File: src/rtl/deserializer_pkg.sv
// Shared types and elaboration helpers for the serial-audio deserializer.
package deserializer_pkg;

    typedef enum logic {
        IDLE  = 1'b0,
        SHIFT = 1'b1
    } state_t;

    // Clocks per serial bit; a zero sampling rate yields 0 so the caller's check trips.
    function automatic int unsigned calc_div(input int unsigned sys_freq,
                                             input int unsigned samp_freq);
        if (samp_freq == 0) return 0;
        return sys_freq / samp_freq;
    endfunction

    function automatic bit div_ok(input int unsigned div);
        return div >= 2;
    endfunction

endpackage

File: src/rtl/bit_tick_gen.sv
// Modulo-DIV bit-period counter: mid-bit sample strobe and end-of-bit strobe.
module bit_tick_gen #(
    parameter int unsigned DIV = 100
) (
    input  logic clock_i,
    input  logic reset_n_i,
    input  logic run_i,
    output logic sample_o,
    output logic bit_end_o
);

    localparam int unsigned CW = (DIV > 2) ? $clog2(DIV) : 1;

    logic [CW-1:0] count;

    always_ff @(posedge clock_i) begin
        if (!reset_n_i || !run_i) begin
            count <= '0;
        end else if (bit_end_o) begin
            count <= '0;
        end else begin
            count <= count + CW'(1);
        end
    end

    assign sample_o  = run_i && (count == CW'(DIV / 2));
    assign bit_end_o = run_i && (count == CW'(DIV - 1));

endmodule

File: src/rtl/deserializer.sv
// MSB-first serial-to-parallel receiver with valid/ready output and sticky overrun flag.
module deserializer
    import deserializer_pkg::*;
#(
    parameter int unsigned WORD_LENGTH        = 16,
    parameter int unsigned SYSTEM_FREQUENCY   = 100000000,
    parameter int unsigned SAMPLING_FREQUENCY = 1000000
) (
    input  logic                   clock_i,
    input  logic                   reset_n_i,
    input  logic                   enable_i,
    input  logic                   serial_i,
    input  logic                   ready_i,
    input  logic                   clear_i,
    output logic [WORD_LENGTH-1:0] data_o,
    output logic                   valid_o,
    output logic                   busy_o,
    output logic                   overrun_o
);

    localparam int unsigned DIV = calc_div(SYSTEM_FREQUENCY, SAMPLING_FREQUENCY);
    localparam int unsigned BCW = $clog2(WORD_LENGTH);

    if (!div_ok(DIV)) begin : g_bad_div
        $error("deserializer: SYSTEM_FREQUENCY/SAMPLING_FREQUENCY must be >= 2");
    end
    if (WORD_LENGTH < 2) begin : g_bad_width
        $error("deserializer: WORD_LENGTH must be >= 2");
    end

    state_t                 state;
    state_t                 state_next;
    logic [BCW-1:0]         bit_cnt;
    logic [WORD_LENGTH-1:0] shift_reg;
    logic [WORD_LENGTH-1:0] shift_next;
    logic [WORD_LENGTH-1:0] word_in;
    logic                   active;
    logic                   sample;
    logic                   bit_end;
    logic                   capture;
    logic                   complete;
    logic                   load;
    logic                   drop;

    bit_tick_gen #(
        .DIV (DIV)
    ) u_tick (
        .clock_i   (clock_i),
        .reset_n_i (reset_n_i),
        .run_i     (active),
        .sample_o  (sample),
        .bit_end_o (bit_end)
    );

    always_ff @(posedge clock_i) begin
        if (!reset_n_i) begin
            state <= IDLE;
        end else begin
            state <= state_next;
        end
    end

    always_comb begin
        state_next = state;
        case (state)
            IDLE:    if (enable_i)  state_next = SHIFT;
            SHIFT:   if (!enable_i) state_next = IDLE;
            default: state_next = IDLE;
        endcase
    end

    assign active     = (state == SHIFT) && enable_i;
    assign capture    = active && sample;
    assign complete   = active && bit_end && (bit_cnt == '0);
    assign shift_next = {shift_reg[WORD_LENGTH-2:0], serial_i};
    // With DIV==2 the last sample lands on the completing edge, so include it.
    assign word_in    = capture ? shift_next : shift_reg;
    assign load       = complete && (!valid_o || ready_i);
    assign drop       = complete && valid_o && !ready_i;

    always_ff @(posedge clock_i) begin
        if (!reset_n_i) begin
            bit_cnt   <= BCW'(WORD_LENGTH - 1);
            shift_reg <= '0;
            data_o    <= '0;
            valid_o   <= 1'b0;
            busy_o    <= 1'b0;
            overrun_o <= 1'b0;
        end else begin
            busy_o <= (state_next == SHIFT);

            if ((state == IDLE) && enable_i) begin
                bit_cnt <= BCW'(WORD_LENGTH - 1);
            end else if (active && bit_end) begin
                bit_cnt <= (bit_cnt == '0) ? BCW'(WORD_LENGTH - 1) : bit_cnt - BCW'(1);
            end

            if (capture) begin
                shift_reg <= shift_next;
            end

            if (load) begin
                data_o  <= word_in;
                valid_o <= 1'b1;
            end else if (valid_o && ready_i) begin
                valid_o <= 1'b0;
            end

            if (drop) begin
                overrun_o <= 1'b1;
            end else if (clear_i) begin
                overrun_o <= 1'b0;
            end
        end
    end

endmodule

File: config.mk
export PLATFORM = sky130hd
export DESIGN_NAME = deserializer
export DESIGN_NICKNAME = d
export VERILOG_FILES = /design/src/rtl/deserializer_pkg.sv /design/src/rtl/bit_tick_gen.sv /design/src/rtl/deserializer.sv
export SDC_FILE = /design/constraint.sdc
export NUM_CORES = 1
export LEC_CHECK = 0
export BUFFER_PORTS_ARGS = -buffer_cell sky130_fd_sc_hd__buf_4
export CAP_MARGIN = 20
export CORE_AREA = 2 2 81 83
export CTS_CLUSTER_DIAMETER = 30
export DETAILED_ROUTE_END_ITERATION = 10
export DIE_AREA = 0 0 83 85
export PLACE_DENSITY = 0.49
export SYNTH_ARGS = -nofsm -noshare
export SYNTH_HDL_FRONTEND = slang
export SYNTH_SLANG_ARGS = --single-unit
File: constraint.sdc
create_clock -name clock_i -period 1.8 [get_ports clock_i]
set_clock_uncertainty 0.05 [all_clocks]
set_input_delay 0.27 -clock clock_i [delete_from_list [all_inputs] [get_ports clock_i]]
set_output_delay 0.27 -clock clock_i [all_outputs]
set_load 0.01 [all_outputs]
==> reports/qor.txt <==
layout cell share with drive strength beyond 1 - 29.81%
clock latency on the worst-skew pair - 300 ps
min cycle time layout - 1745 ps
cell area after synthesis - 0.001800 mm2
Pwr Density - 792.0 mW/mm2
setup TNS - 0 ps
Synth cell types - 34
register area - 924.6 um2
Reg2Reg Capture Point - bit_cnt[3]
Min-Delay Endpoint - busy_o
Crit Path Max Fanout - 4
pre-CTS WS - 0.5617 ps
peak supply drop - 0.0003546 V
post-synthesis cell count - 171
initial antenna violation count - 0
Residual DRC - 0
largest net degree at the start of global routing - 35
data required time of the worst path - 1950 ps
status - completed
unrepaired setup endpoints after global routing - yes
remaining antenna violation count - 0
DR pass1 iterations - 3
crit path kind - flop to flop
period utilization - 96.97%
first-pass GRT wire length - 5.885 mm
Critical Path Sink Type - flop
Multi-input gate area - 847.1 um2
Mapped Nets - 180
Least-Margin Pin Slew - 365.9 ps
R2R cell count - 5
root buffer selected by CTS - clkbuf_8
gr usage total - 10.41%
H-tree depth reported by CTS - 2
IO buf count - 24
Wirelength per Cell - 12.02 um
Iter 0 DRT Violations - 89
post-DP HPWL - 2.364 mm
hold_sp - reset_n_i
Die Footprint - 0.007055 mm2
final wirelength - 3.426 mm
Setup crit start kind - flop
hold_buf cts - 0
Leak - 0.8680 nW
final number of max-transition violations - 0
Syn Area/Cell - 10.53 um2
io pins - 25
worst hold path depth - 2
ys async rst share - 0%
fillers - 628
maxcap violations - 0
Core Rows - 29
FMAX - 0.5729 GHz
grt ovf - 0
sequential fraction of the synthesis area - 51.15%
Antenna Cells - 0
WP data arrival - 1900 ps
Initial Util - 29.02%
Via density - 4.484
Yosys warning total - 0
Area Growth Syn to Fin - 27.94%
Fin. Hold Viols - 0
CTS sink count - 46
prevailing post-synth register cell - dfxtp_1
vias in the first global route - 1267
final setup margin - 54.50 ps
Post-synth EDFFs - 0
Yosys reg bits - 46
FF-to-FF setup slack - 50 ps
final setup vio count - 0
Reg2Reg Launch Point - u_tick.count[0]
Core ar. - 0.006205 mm2
CTS Buf Count - 5
final RePlAce weighted congestion - 0.7265
Final #Nets - 216
die width - 83 um
Slew HR - 75.56%
clk buf depth - 2
die height - 85 um
via count - 1278
CTS tree - done
hold crit path type - input pin to flop
clk slew on worst S/H paths - 80 ps
==> repair_timing <==
item | in CTS | in global routing
setup buffers | 0 | 2
pin swaps | 0 | 2
endpoints found under the setup margin | 1 | 17
cloned | 0 | 0
gates resized for setup | 1 | 18
==> worst max-delay path: stages (launching register included) <==
cell and delay (ps):
dfxtp_1 380, ha_2 250, nand4b_4 110, or2_4 270, or4_1 410, a21o_1 180
==> stage by stage <==
step	area [um2]	hold WS [ps]	utilization, %	power, mW	std cells
floorplan	1804	348.2	-	1.066	171
CTS	2255	172.2	36.34	1.851	283
global placement	2142	395.9	34.52	1.088	275
detailed placement	2142	410.5	34.52	1.088	275
global route	2303	191.7	37.12	1.904	285
finish	2303	187.5	37.12	1.824	285
==> synthesized netlist by cell type (2+ instances only) <==
master	number	area share (%)
nand2_1	3	0.63
o21ai_0	16	4.4
xnor2_1	5	2.4
clkbuf_1	3	0.63
a21oi_1	18	5.0
ha_1	3	2.1
dfxtp_1	46	51
nor3_1	2	0.56
buf_4	2	0.83
nand3_1	3	0.83
nor2_1	8	1.7
nor2b_1	19	6.6
xor2_1	2	0.97
inv_1	5	1.0
mux2i_1	16	8.9
buf_6	2	1.3
==> logic make-up after synthesis <==
kind of cell | synth area share (%)
simple gates | 18.83
flops | 51.15
compound gates | 11.61
mux | 8.895
buf+inv | 4.030
xor+xnor | 3.405
fa+ha+maj | 2.085
==> worst max path at each step <==
stage          cells after the start  slack [ps]            start          to
2_1_floorplan                      6          20  u_tick.count[0]  bit_cnt[3]
3_3_place_gp                       5          -8  u_tick.count[0]  bit_cnt[3]
3_5_place_dp                       5         0.6  u_tick.count[0]  bit_cnt[3]
4_1_cts                            7          20       bit_cnt[1]   data_o[5]
5_1_grt                            7         -30       bit_cnt[1]  data_o[12]
6_report                           5          50  u_tick.count[0]  bit_cnt[3]
==> layout by cell type (no fill, tap or decap), types with 2 or more instances in the layout <==
cell type  synthesis  layout
clkbuf_8           0       5
buf_4              2      34
nor2_1             8       8
dfxtp_1           46      43
nand2_1            3       3
xnor2_1            5       5
inv_2              0       2
nor2b_1           19      19
xor2_1             2       2
nand3_1            3       3
o21ai_1            0       5
dfxtp_2            0       3
a21oi_1           18      17
o21ai_0           16      10
buf_12             0       2
mux2i_1           16      15
inv_1              5       3
nor3_1             2       2
==> area by class of cell <==
class | instances | area share (%)
flip-flops and latches | 46 | 40.14
clock inverters | 2 | 1.630
multi-input cells | 112 | 36.77
well taps | 77 | 4.183
inverters | 5 | 0.8148
repair buffers | 37 | 13.31
clock buffers | 6 | 3.150
==> report_power, final <==
group          leakage [nW]  internal (mW)  switching (mW)
registers             0.370           1.02         0.00250
clock network        0.0514          0.414           0.346
logic                 0.447         0.0225          0.0205
==> routing by layer <==
| layer | vias up | share of wire (%) | wire, um | track usage [%] |
|---|---|---|---|---|
| li1 | 659 | - | - | - |
| met1 | 594 | 48 | 1648 | 13.51 |
| met2 | 18 | 46 | 1576 | 15.98 |
| met5 | - | 0 | 0 | 0 |
| met3 | 7 | 4.0 | 137 | 3.016 |
| met4 | 0 | 1.8 | 62 | 4.918 |
No activity file was read; power rests on OpenSTA's default activity.
